[config.mk]
export PLATFORM = sky130hd
export DESIGN_NAME = cpu_seq_ctrl
export DESIGN_NICKNAME = d
export VERILOG_FILES = /design/src/rtl/cpu_seq_ctrl.sv
export SDC_FILE = /design/constraint.sdc
export NUM_CORES = 1
export LEC_CHECK = 0
export BUFFER_PORTS_ARGS = -buffer_cell sky130_fd_sc_hd__buf_2
export CORE_MARGIN = 2
export CORE_UTILIZATION = 55
export CTS_CLUSTER_SIZE = 10
export DETAILED_ROUTE_END_ITERATION = 7
export GPL_TIMING_DRIVEN = 0
export PLACE_DENSITY = 0.89
export SKIP_LAST_GASP = 1
export SLEW_MARGIN = 20
export SYNTH_ARGS = -nofsm -noshare
export SYNTH_HDL_FRONTEND = slang
export SYNTH_SLANG_ARGS = --single-unit
[constraint.sdc]
create_clock -name clk_i -period 2.5 [get_ports clk_i]
set_clock_uncertainty 0.1 [all_clocks]
set_input_delay 0.25 -clock clk_i [delete_from_list [all_inputs] [get_ports clk_i]]
set_output_delay 0.25 -clock clk_i [all_outputs]
set_load 0.05 [all_outputs]
[src/rtl/cpu_seq_ctrl.sv]
// cpu_seq_ctrl - multi-cycle FETCH/DECODE/EXEC/WB sequencer for the RV32 datapath.
//
// Fetches each instruction over a req/ack handshake to instruction memory, then
// walks it through DECODE, EXEC and WB. It gates the IR, PC and register-file
// write enables. It supports free-running (start_i level), single-step (step_i
// pulse in IDLE) and a terminal HALT on the SYSTEM opcode.
//
// Optional feature macro: SEQ_TIMEOUT_EN
//   defined   : a fetch-wait counter sends the sequencer to ERR after
//               2**TIMEOUT_W-1 un-acked FETCH cycles (2**TIMEOUT_W FETCH cycles in all)
//   undefined : FETCH waits indefinitely, err_o is tied 0
//
// Ports
//   clk_i       clock, rising edge
//   rst_i       asynchronous active-low reset
//   start_i     run enable (level)
//   step_i      single-step request, honoured only in IDLE
//   opcode_i    inst[6:0] from the instruction register
//   regwrite_i  RegWrite from Control
//   imem_ack_i  instruction memory data valid
//   imem_req_o  fetch request (held until ack)
//   ir_we_o     load instruction register (FETCH and ack)
//   pc_we_o     load PC with PC+4 (WB)
//   reg_we_o    register-file write enable (WB and regwrite_i)
//   busy_o      registered: in FETCH/DECODE/EXEC/WB
//   halted_o    registered: in HALT
//   err_o       registered: in ERR
//   retired_o   instructions completed through WB (wraps)
module cpu_seq_ctrl #(
  parameter int unsigned TIMEOUT_W = 4,
  parameter int unsigned CNT_W     = 32
) (
  input  logic             clk_i,
  input  logic             rst_i,
  input  logic             start_i,
  input  logic             step_i,
  input  logic [6:0]       opcode_i,
  input  logic             regwrite_i,
  input  logic             imem_ack_i,
  output logic             imem_req_o,
  output logic             ir_we_o,
  output logic             pc_we_o,
  output logic             reg_we_o,
  output logic             busy_o,
  output logic             halted_o,
  output logic             err_o,
  output logic [CNT_W-1:0] retired_o
);

  localparam logic [6:0] OpSystem = 7'b1110011;

  typedef enum logic [2:0] {
    S_IDLE,
    S_FETCH,
    S_DECODE,
    S_EXEC,
    S_WB,
    S_HALT,
    S_ERR
  } state_t;

  state_t           state_q, state_d;
  logic             step_q, step_d;
  logic [CNT_W-1:0] ret_q, ret_d;
  logic             busy_q, halted_q, err_q;

`ifdef SEQ_TIMEOUT_EN
  logic [TIMEOUT_W-1:0] cnt_q, cnt_d;
`endif

  always_comb begin
    state_d    = state_q;
    step_d     = step_q;
    ret_d      = ret_q;
    imem_req_o = 1'b0;
    ir_we_o    = 1'b0;
    pc_we_o    = 1'b0;
    reg_we_o   = 1'b0;
`ifdef SEQ_TIMEOUT_EN
    cnt_d      = cnt_q;
`endif
    case (state_q)
      S_IDLE: begin
        if (start_i) begin
          state_d = S_FETCH;
          step_d  = 1'b0;
        end else if (step_i) begin
          state_d = S_FETCH;
          step_d  = 1'b1;
        end
      end
      S_FETCH: begin
        imem_req_o = 1'b1;
        if (imem_ack_i) begin
          ir_we_o = 1'b1;
          state_d = S_DECODE;
`ifdef SEQ_TIMEOUT_EN
          cnt_d   = '0;
`endif
        end
`ifdef SEQ_TIMEOUT_EN
        else if (cnt_q == '1) begin
          state_d = S_ERR;
        end else begin
          cnt_d = cnt_q + 1'b1;
        end
`endif
      end
      S_DECODE: state_d = (opcode_i == OpSystem) ? S_HALT : S_EXEC;
      S_EXEC:   state_d = S_WB;
      S_WB: begin
        pc_we_o  = 1'b1;
        reg_we_o = regwrite_i;
        ret_d    = ret_q + 1'b1;
        state_d  = (step_q || !start_i) ? S_IDLE : S_FETCH;
      end
      S_HALT:  state_d = S_HALT;
      S_ERR:   state_d = S_ERR;
      default: state_d = S_IDLE;
    endcase
  end

  always_ff @(posedge clk_i or negedge rst_i) begin
    if (!rst_i) begin
      state_q  <= S_IDLE;
      step_q   <= 1'b0;
      ret_q    <= '0;
      busy_q   <= 1'b0;
      halted_q <= 1'b0;
      err_q    <= 1'b0;
    end else begin
      state_q  <= state_d;
      step_q   <= step_d;
      ret_q    <= ret_d;
      // Decodes are taken from the next state so the flops track state_q exactly.
      busy_q   <= (state_d == S_FETCH) || (state_d == S_DECODE) ||
                  (state_d == S_EXEC)  || (state_d == S_WB);
      halted_q <= (state_d == S_HALT);
      err_q    <= (state_d == S_ERR);
    end
  end

`ifdef SEQ_TIMEOUT_EN
  always_ff @(posedge clk_i or negedge rst_i) begin
    if (!rst_i) cnt_q <= '0;
    else        cnt_q <= cnt_d;
  end
  assign err_o = err_q;
`else
  assign err_o = 1'b0;
`endif

  assign busy_o    = busy_q;
  assign halted_o  = halted_q;
  assign retired_o = ret_q;

endmodule

==> out/results.ini, run 1 <==
[placed_design]
place_congestion = 0.802
hpwl_um = 2580
dp_slack_ns = 0.584
port_buffers = 50

[detailed_routing]
wl_um = 3460
drc = 0
via_count = 1418
routed-wl-met3_um = 220
viasPerCell = 5.35
dr.pass1.iters = 4
wl_met2_um = 1670
met1_length_um = 1520
drtAntennaViolNets = 0
top_layer = met4
route.detailed.wl_per_inst_um = 13.1
drt_iter0_drc = 39

[floorplan]
num_rows = 20
start_util_pct = 58.8
die_x_um = 61.6
die_h_um = 61.6
ioPinCount = 52
dieArea_um2 = 3790
coreArea_um2 = 3100

[global_route]
grt.overflow.total = 0
grt_pass1_vias = 1337
grt_max_degree = 39
antenna_found_initial = 0
grt_usage_pct = 21.1
grt_pass1_wl_um = 5770

[timing]
final.min_clock_period_ns = 2.13
slew_viol_final = 0
min_period_over_period_pct = 85.2
tightest_slew_ns = 0.808
rsz0062_at_grt = no
max_freq_ghz = 0.469
setup_violations = 0
fin_ws_ns = 0.370
finalHoldViolCount = 0
slew_headroom_pct = 46.1
fin_tns_setup_ns = 0

[outcome]
status = complete, no violations

[worst_setup_path]
path_cells = clkbuf_1 > nor4bb_2 > buf_2
critical_path_class = flop to primary output
max_stage_delay_ns = 0.44
crit_start = state_q[0]
r2r-start = state_q[0]
cp-start-kind = flop
slowest_stage = dfrtp_1
crit_required_ns = 2.15
endpoint = ir_we_o
r2r_cells = 4
r2r-end = retired_o[16]
crit_fanout = 10
arrival_ns = 1.78
reg2reg_slack_ns = 0.54
cp-end-kind = primary output

[logic_synthesis]
syn_area_um2 = 1820
synth_edf_count = 0
synthSimpleGateAreaFrac_pct = 25.6
synth_cell_type_count = 36
synth_top_area_share_pct = 52.1
yosysSeqAreaShare_pct = 52.1
synth.area.mux_share_pct = 0.617
yosysWarningCount = 0
synth_fp_nets = 175
synth_cells = 161
syn-mean-instance-area_um2 = 11.3
synth_top_family_by_area = simple AND/OR/NAND/NOR gates
synth.top_cells.by_area = dfrtp_1 (52%), xnor2_1 (12%), nand3_1 (3.8%), xor2_1 (3.4%), nand4_1 (2.7%)
synth-adder-area-share_pct = 0.686
async_reset_ff_share_pct = 100
synth_seq_cells = 38
synthFlopType = dfrtp_1
synth_area_leader_cell = dfrtp_1
synth-xor-area-share_pct = 15.4
synth_compound_area_share_pct = 3.70

[clock_tree]
root_buffer = clkbuf_4
cts_tree = built
cts_resized = 0
clkTransAtPathRegs_ns = 0.10
insertion_delay_ns = 0.35
cts.sinks = 38
cts-buffers-inserted = 5
cts_htree_levels = 2
clockBufferDepth = 2

[cells_and_area]
area_delta_synth_final_pct = 22.5
diodes = 0
fin_util_pct = 72.0
fin_nets = 234
final_layout_size_suffix_gt1_share_pct = 30.8

[pwr]
finalPower_mw = 1.74
leakage_nw = 1.15
p_int_mw = 1.06
switching_power_mw = 0.680
power.density_cell_area_nw_per_um2 = 779
combPwrFrac_pct = 33.3
power_frac_clock_pct = 22.3
p_seq_share_pct = 44.4
ir_worst_vdd_v = 0.000629
swShare_pct = 39.1

[hold_path]
hold_class = primary input to flop

[flow_run]
drv_cap = 0

worst max-delay path: cells and delay by family, from the launching register on:
family / cells / cell delay (ns)
and+or+nand+nor: 1 / 0.34
buffers and inverters: 2 / 0.65
DFF: 1 / 0.44
worst min-delay path by stage:
stage               startpoint            end  slack, ns  cells after the start
floorplan                rst_i         busy_o      -0.15                      0
global placement         rst_i  retired_o[11]       0.29                      1
detailed placement       rst_i   retired_o[7]       0.29                      1
CTS                     step_i         step_q       0.09                      3
global route        imem_ack_i     state_q[0]       0.11                      3
finish                  step_i         step_q        0.1                      3
kinds of logic after synthesis:
group	after synthesis
AO/OA/AOI/OAI	11
XOR/XNOR	32
adder cells (fa/ha/maj)	1
buffers and inverters	7
flip-flops	38
multiplexers	1
other	1
AND/OR/NAND/NOR	70
per-layer routing:
metal	global-route usage (%)	up-vias
met5	0	-
met4	10.0	0
met3	5.88	8
met2	33.5	42
met1	26.5	686
li1	-	682
cells in the mapped netlist (2+ instances only):
cell      count
clkbuf_1      4
nand3_1      14
nor2_1        5
nand2b_1      2
o21ai_0       2
nand2_1      11
and3_1        5
xnor2_1      25
a21oi_1       5
nor3_1        4
nor4_4        2
and4_1        4
nand4_1       8
xor2_1        7
and2_1        5
dfrtp_1      38
placed cells by master, fill, tap and decap left out, types with 2 or more instances in the layout:
cell type,instances
and4_1,4
clkbuf_1,4
and3_1,5
nand3_1,14
dfrtp_1,38
clkbuf_4,5
nor4_4,2
a21oi_1,5
nand2b_1,2
dlygate4sd3_1,2
nand4_1,8
nor2_1,5
buf_2,51
nor3_1,4
xor2_1,7
xnor2_1,25
clkbuf_8,3
and2_1,5
nand2_1,11
o21ai_0,2
registers in the layout, summed over array words and instances (netlist names):
signal     count
retired_o     32
halted_o       1
step_q         1
state_q        3
busy_o         1
area by class of cell:
| cell class | count | area, um^2 |
|---|---|---|
| Inverter | 1 | 3.75 |
| Fill cell | 248 | 868 |
| Clock buffer | 8 | 78.8 |
| Buffer | 6 | 27.5 |
| Timing Repair Buffer | 52 | 270 |
| Tap cell | 44 | 55.1 |
| Sequential cell | 38 | 951 |
| Multi-Input combinational cell | 116 | 848 |
metrics by stage:
| step | area, um^2 | hold slack [ns] | instances |
|---|---|---|---|
| floorplan | 1830 | -0.146 | 161 |
| global placement | 2140 | 0.291 | 255 |
| detailed placement | 2140 | 0.289 | 255 |
| CTS | 2230 | 0.0941 | 265 |
| global route | 2230 | 0.111 | 265 |
| finish | 2230 | 0.0984 | 265 |
power groups by stage:
stage               logic [mW]  clock network [mW]  registers, mW
finish                   0.580               0.388          0.772
global route             0.625               0.417          0.783
CTS                      0.585               0.392          0.772
detailed placement       0.581                   0          0.784
global placement         0.569                   0          0.776
floorplan                0.309                   0          0.915
what timing repair did:
item / 4_1_cts / 5_1_grt
hold buffers: 2 / 0
endpoints found under the setup margin: 0 / 0
setup buffers: 0 / 0
endpoints found under the hold margin: 39 / 0
Power figures use the tool's default switching activity.
==> inputs of run 2 (changes only) <==
--- a/config.mk
+++ b/config.mk
@@ -11,6 +11,7 @@
 export CTS_CLUSTER_SIZE = 10
 export DETAILED_ROUTE_END_ITERATION = 7
 export GPL_TIMING_DRIVEN = 0
+export MAX_ROUTING_LAYER = met4
 export PLACE_DENSITY = 0.89
 export SKIP_LAST_GASP = 1
 export SLEW_MARGIN = 20
==> out/results.ini, run 2 (synthesized netlist as in run 1, its figures left out) <==
[worst_setup_path]
slowest_stage = dfrtp_1
cp-start-kind = flop
crit_family = buffers and inverters
path_cells = clkbuf_1 > nor4bb_2 > buf_2
reg2reg_slack_ns = 0.54  ; about the same
critPathBufInv = 2  ; unchanged
cp-end-kind = primary output
critical_path_class = flop to primary output
max_stage_delay_ns = 0.44  ; about the same
crit_required_ns = 2.15  ; about the same
arrival_ns = 1.80  ; +0.02 ns
crit_fanout = 10  ; unchanged

[detailed_routing]
viasPerCell = 5.37  ; +0.28%
drt_iter0_drc = 44  ; +13%
via_count = 1422  ; +0.28%
drtAntennaViolNets = 0  ; unchanged
wl_um = 3470  ; +0.17%
dr.pass1.iters = 4  ; unchanged
drc = 0  ; unchanged
route.detailed.wl_per_inst_um = 13.1  ; +0.17%

[cells_and_area]
fin_nets = 234  ; unchanged
largest_reg_flops = 32  ; unchanged
diodes = 0  ; unchanged
fillCellCount = 248  ; unchanged
layout_commonest_cell = buf_2
area_delta_synth_final_pct = 22.5  ; unchanged
final_cell_mix = buf_2 (51), dfrtp_1 (38), xnor2_1 (25)
final_layout_size_suffix_gt1_share_pct = 30.8  ; unchanged

[timing]
rsz0062_at_grt = no
fin_ws_ns = 0.354  ; -0.0159 ns
slew_viol_final = 0  ; unchanged
setup_violations = 0  ; unchanged
slew_headroom_pct = 46.1  ; -0.088 points
tightest_slew_ns = 0.809  ; +0.00132 ns
fin_tns_setup_ns = 0  ; unchanged
final.min_clock_period_ns = 2.15  ; +0.0159 ns
min_period_over_period_pct = 85.8  ; +0.64 points
finalHoldViolCount = 0  ; unchanged
max_freq_ghz = 0.466  ; -0.74%

[pwr]
switching_power_mw = 0.684  ; +0.64%
p_int_mw = 1.06  ; about the same
power.density_cell_area_nw_per_um2 = 781  ; +0.25%
leakage_nw = 1.15  ; unchanged
combPwrFrac_pct = 33.3  ; about the same
ir_worst_vdd_v = 0.000631  ; +0.33%
p_seq_share_pct = 44.2  ; -0.2 points
power_frac_clock_pct = 22.4  ; about the same
swShare_pct = 39.2  ; +0.15 points

[floorplan]
ioPinCount = 52  ; unchanged
die_h_um = 61.6  ; unchanged
start_util_pct = 58.8  ; unchanged
num_rows = 20  ; unchanged
die_x_um = 61.6  ; unchanged
coreArea_um2 = 3100  ; unchanged
dieArea_um2 = 3790  ; unchanged

[clock_tree]
cts-buffers-inserted = 5  ; unchanged
cts_htree_levels = 2  ; unchanged
root_buffer = clkbuf_4
cts_tree = built
cts.sinks = 38  ; unchanged
clockBufferDepth = 2  ; unchanged
clkTransAtPathRegs_ns = 0.10  ; about the same
insertion_delay_ns = 0.36  ; about the same
cts_resized = 0  ; unchanged

[flow_run]
drv_cap = 0  ; unchanged

[global_route]
antenna_found_initial = 0  ; unchanged
grt_max_degree = 39  ; unchanged
grt_pass1_vias = 1335  ; -0.15%
grt.overflow.total = 0  ; unchanged
grt_pass1_wl_um = 5780  ; +0.12%
grt_usage_pct = 21.8  ; +0.71 points

[outcome]
status = complete, no violations

[hold_path]
hold_class = primary input to flop

[placed_design]
hpwl_um = 2580  ; unchanged
place_congestion = 0.813  ; +1.4%
port_buffers = 50  ; unchanged
dp_slack_ns = 0.584  ; unchanged

run 2: cell counts in the layout (fill, tap and decap cells not counted):
Identical to the previous run, type by type.
run 2: path summary, 6_finish.rpt:
kind,from,endpoint,depth (start not counted)
setup reg to reg,state_q[0],retired_o[16],4
setup / recovery,state_q[0],ir_we_o,3
hold reg to reg,retired_o[31],retired_o[31],1
hold / removal,step_i,step_q,3
max in group asynchronous,rst_i,retired_o[23],2
min in group asynchronous,rst_i,retired_o[22],2
run 2: through the flow:
| stage | total power, mW | cells | hold WS [ns] | util (%) | area [um^2] |
|---|---|---|---|---|---|
| 2_1_floorplan | 1.22 | 161 | -0.146 | - | 1830 |
| 3_3_place_gp | 1.34 | 255 | 0.291 | 68.8 | 2140 |
| 3_5_place_dp | 1.37 | 255 | 0.289 | 68.8 | 2140 |
| 4_1_cts | 1.75 | 265 | 0.0941 | 72.0 | 2230 |
| 5_1_grt | 1.83 | 265 | 0.111 | 72.0 | 2230 |
| 6_report | 1.74 | 265 | 0.0936 | 72.0 | 2230 |
run 2: routing by layer:
layer	global-route usage, %	share of wire, %	wire [um]	vias up
met5	-	0	0	-
met2	33.4	48	1660	40
met4	10.0	1.5	53	0
met1	26.8	44	1530	693
li1	-	-	-	681
met3	5.88	6.5	227	8
run 2: worst min-delay path, delay by kind of cell:
family | cells | cell delay, ns
buffers and inverters | 1 | 0.10
AO/OA/AOI/OAI | 2 | 0.16
run 2: area by class of cell:
type                    count  area [um^2]  area share, %
multi-input cells         116          848           38.0
clock buffers               8         78.8           3.53
well taps                  44         55.1           2.46
flip-flops and latches     38          951           42.6
inverters                   1         3.75          0.168
plain buffers               6         27.5           1.23
repair buffers             52          270           12.1
run 2: what timing repair did:
item	in CTS	in global routing
hold endpoints to repair	39	0
buffers inserted	0	0
hold buffers	2	0
run 2: power by group through the flow:
| stage | sequential (mW) | clock, mW | combinational [mW] |
|---|---|---|---|
| after floorplan | 0.915 | 0 | 0.309 |
| after global placement | 0.776 | 0 | 0.569 |
| after detailed placement | 0.784 | 0 | 0.581 |
| after CTS | 0.772 | 0.392 | 0.585 |
| after global routing | 0.783 | 0.419 | 0.625 |
| final | 0.772 | 0.391 | 0.582 |
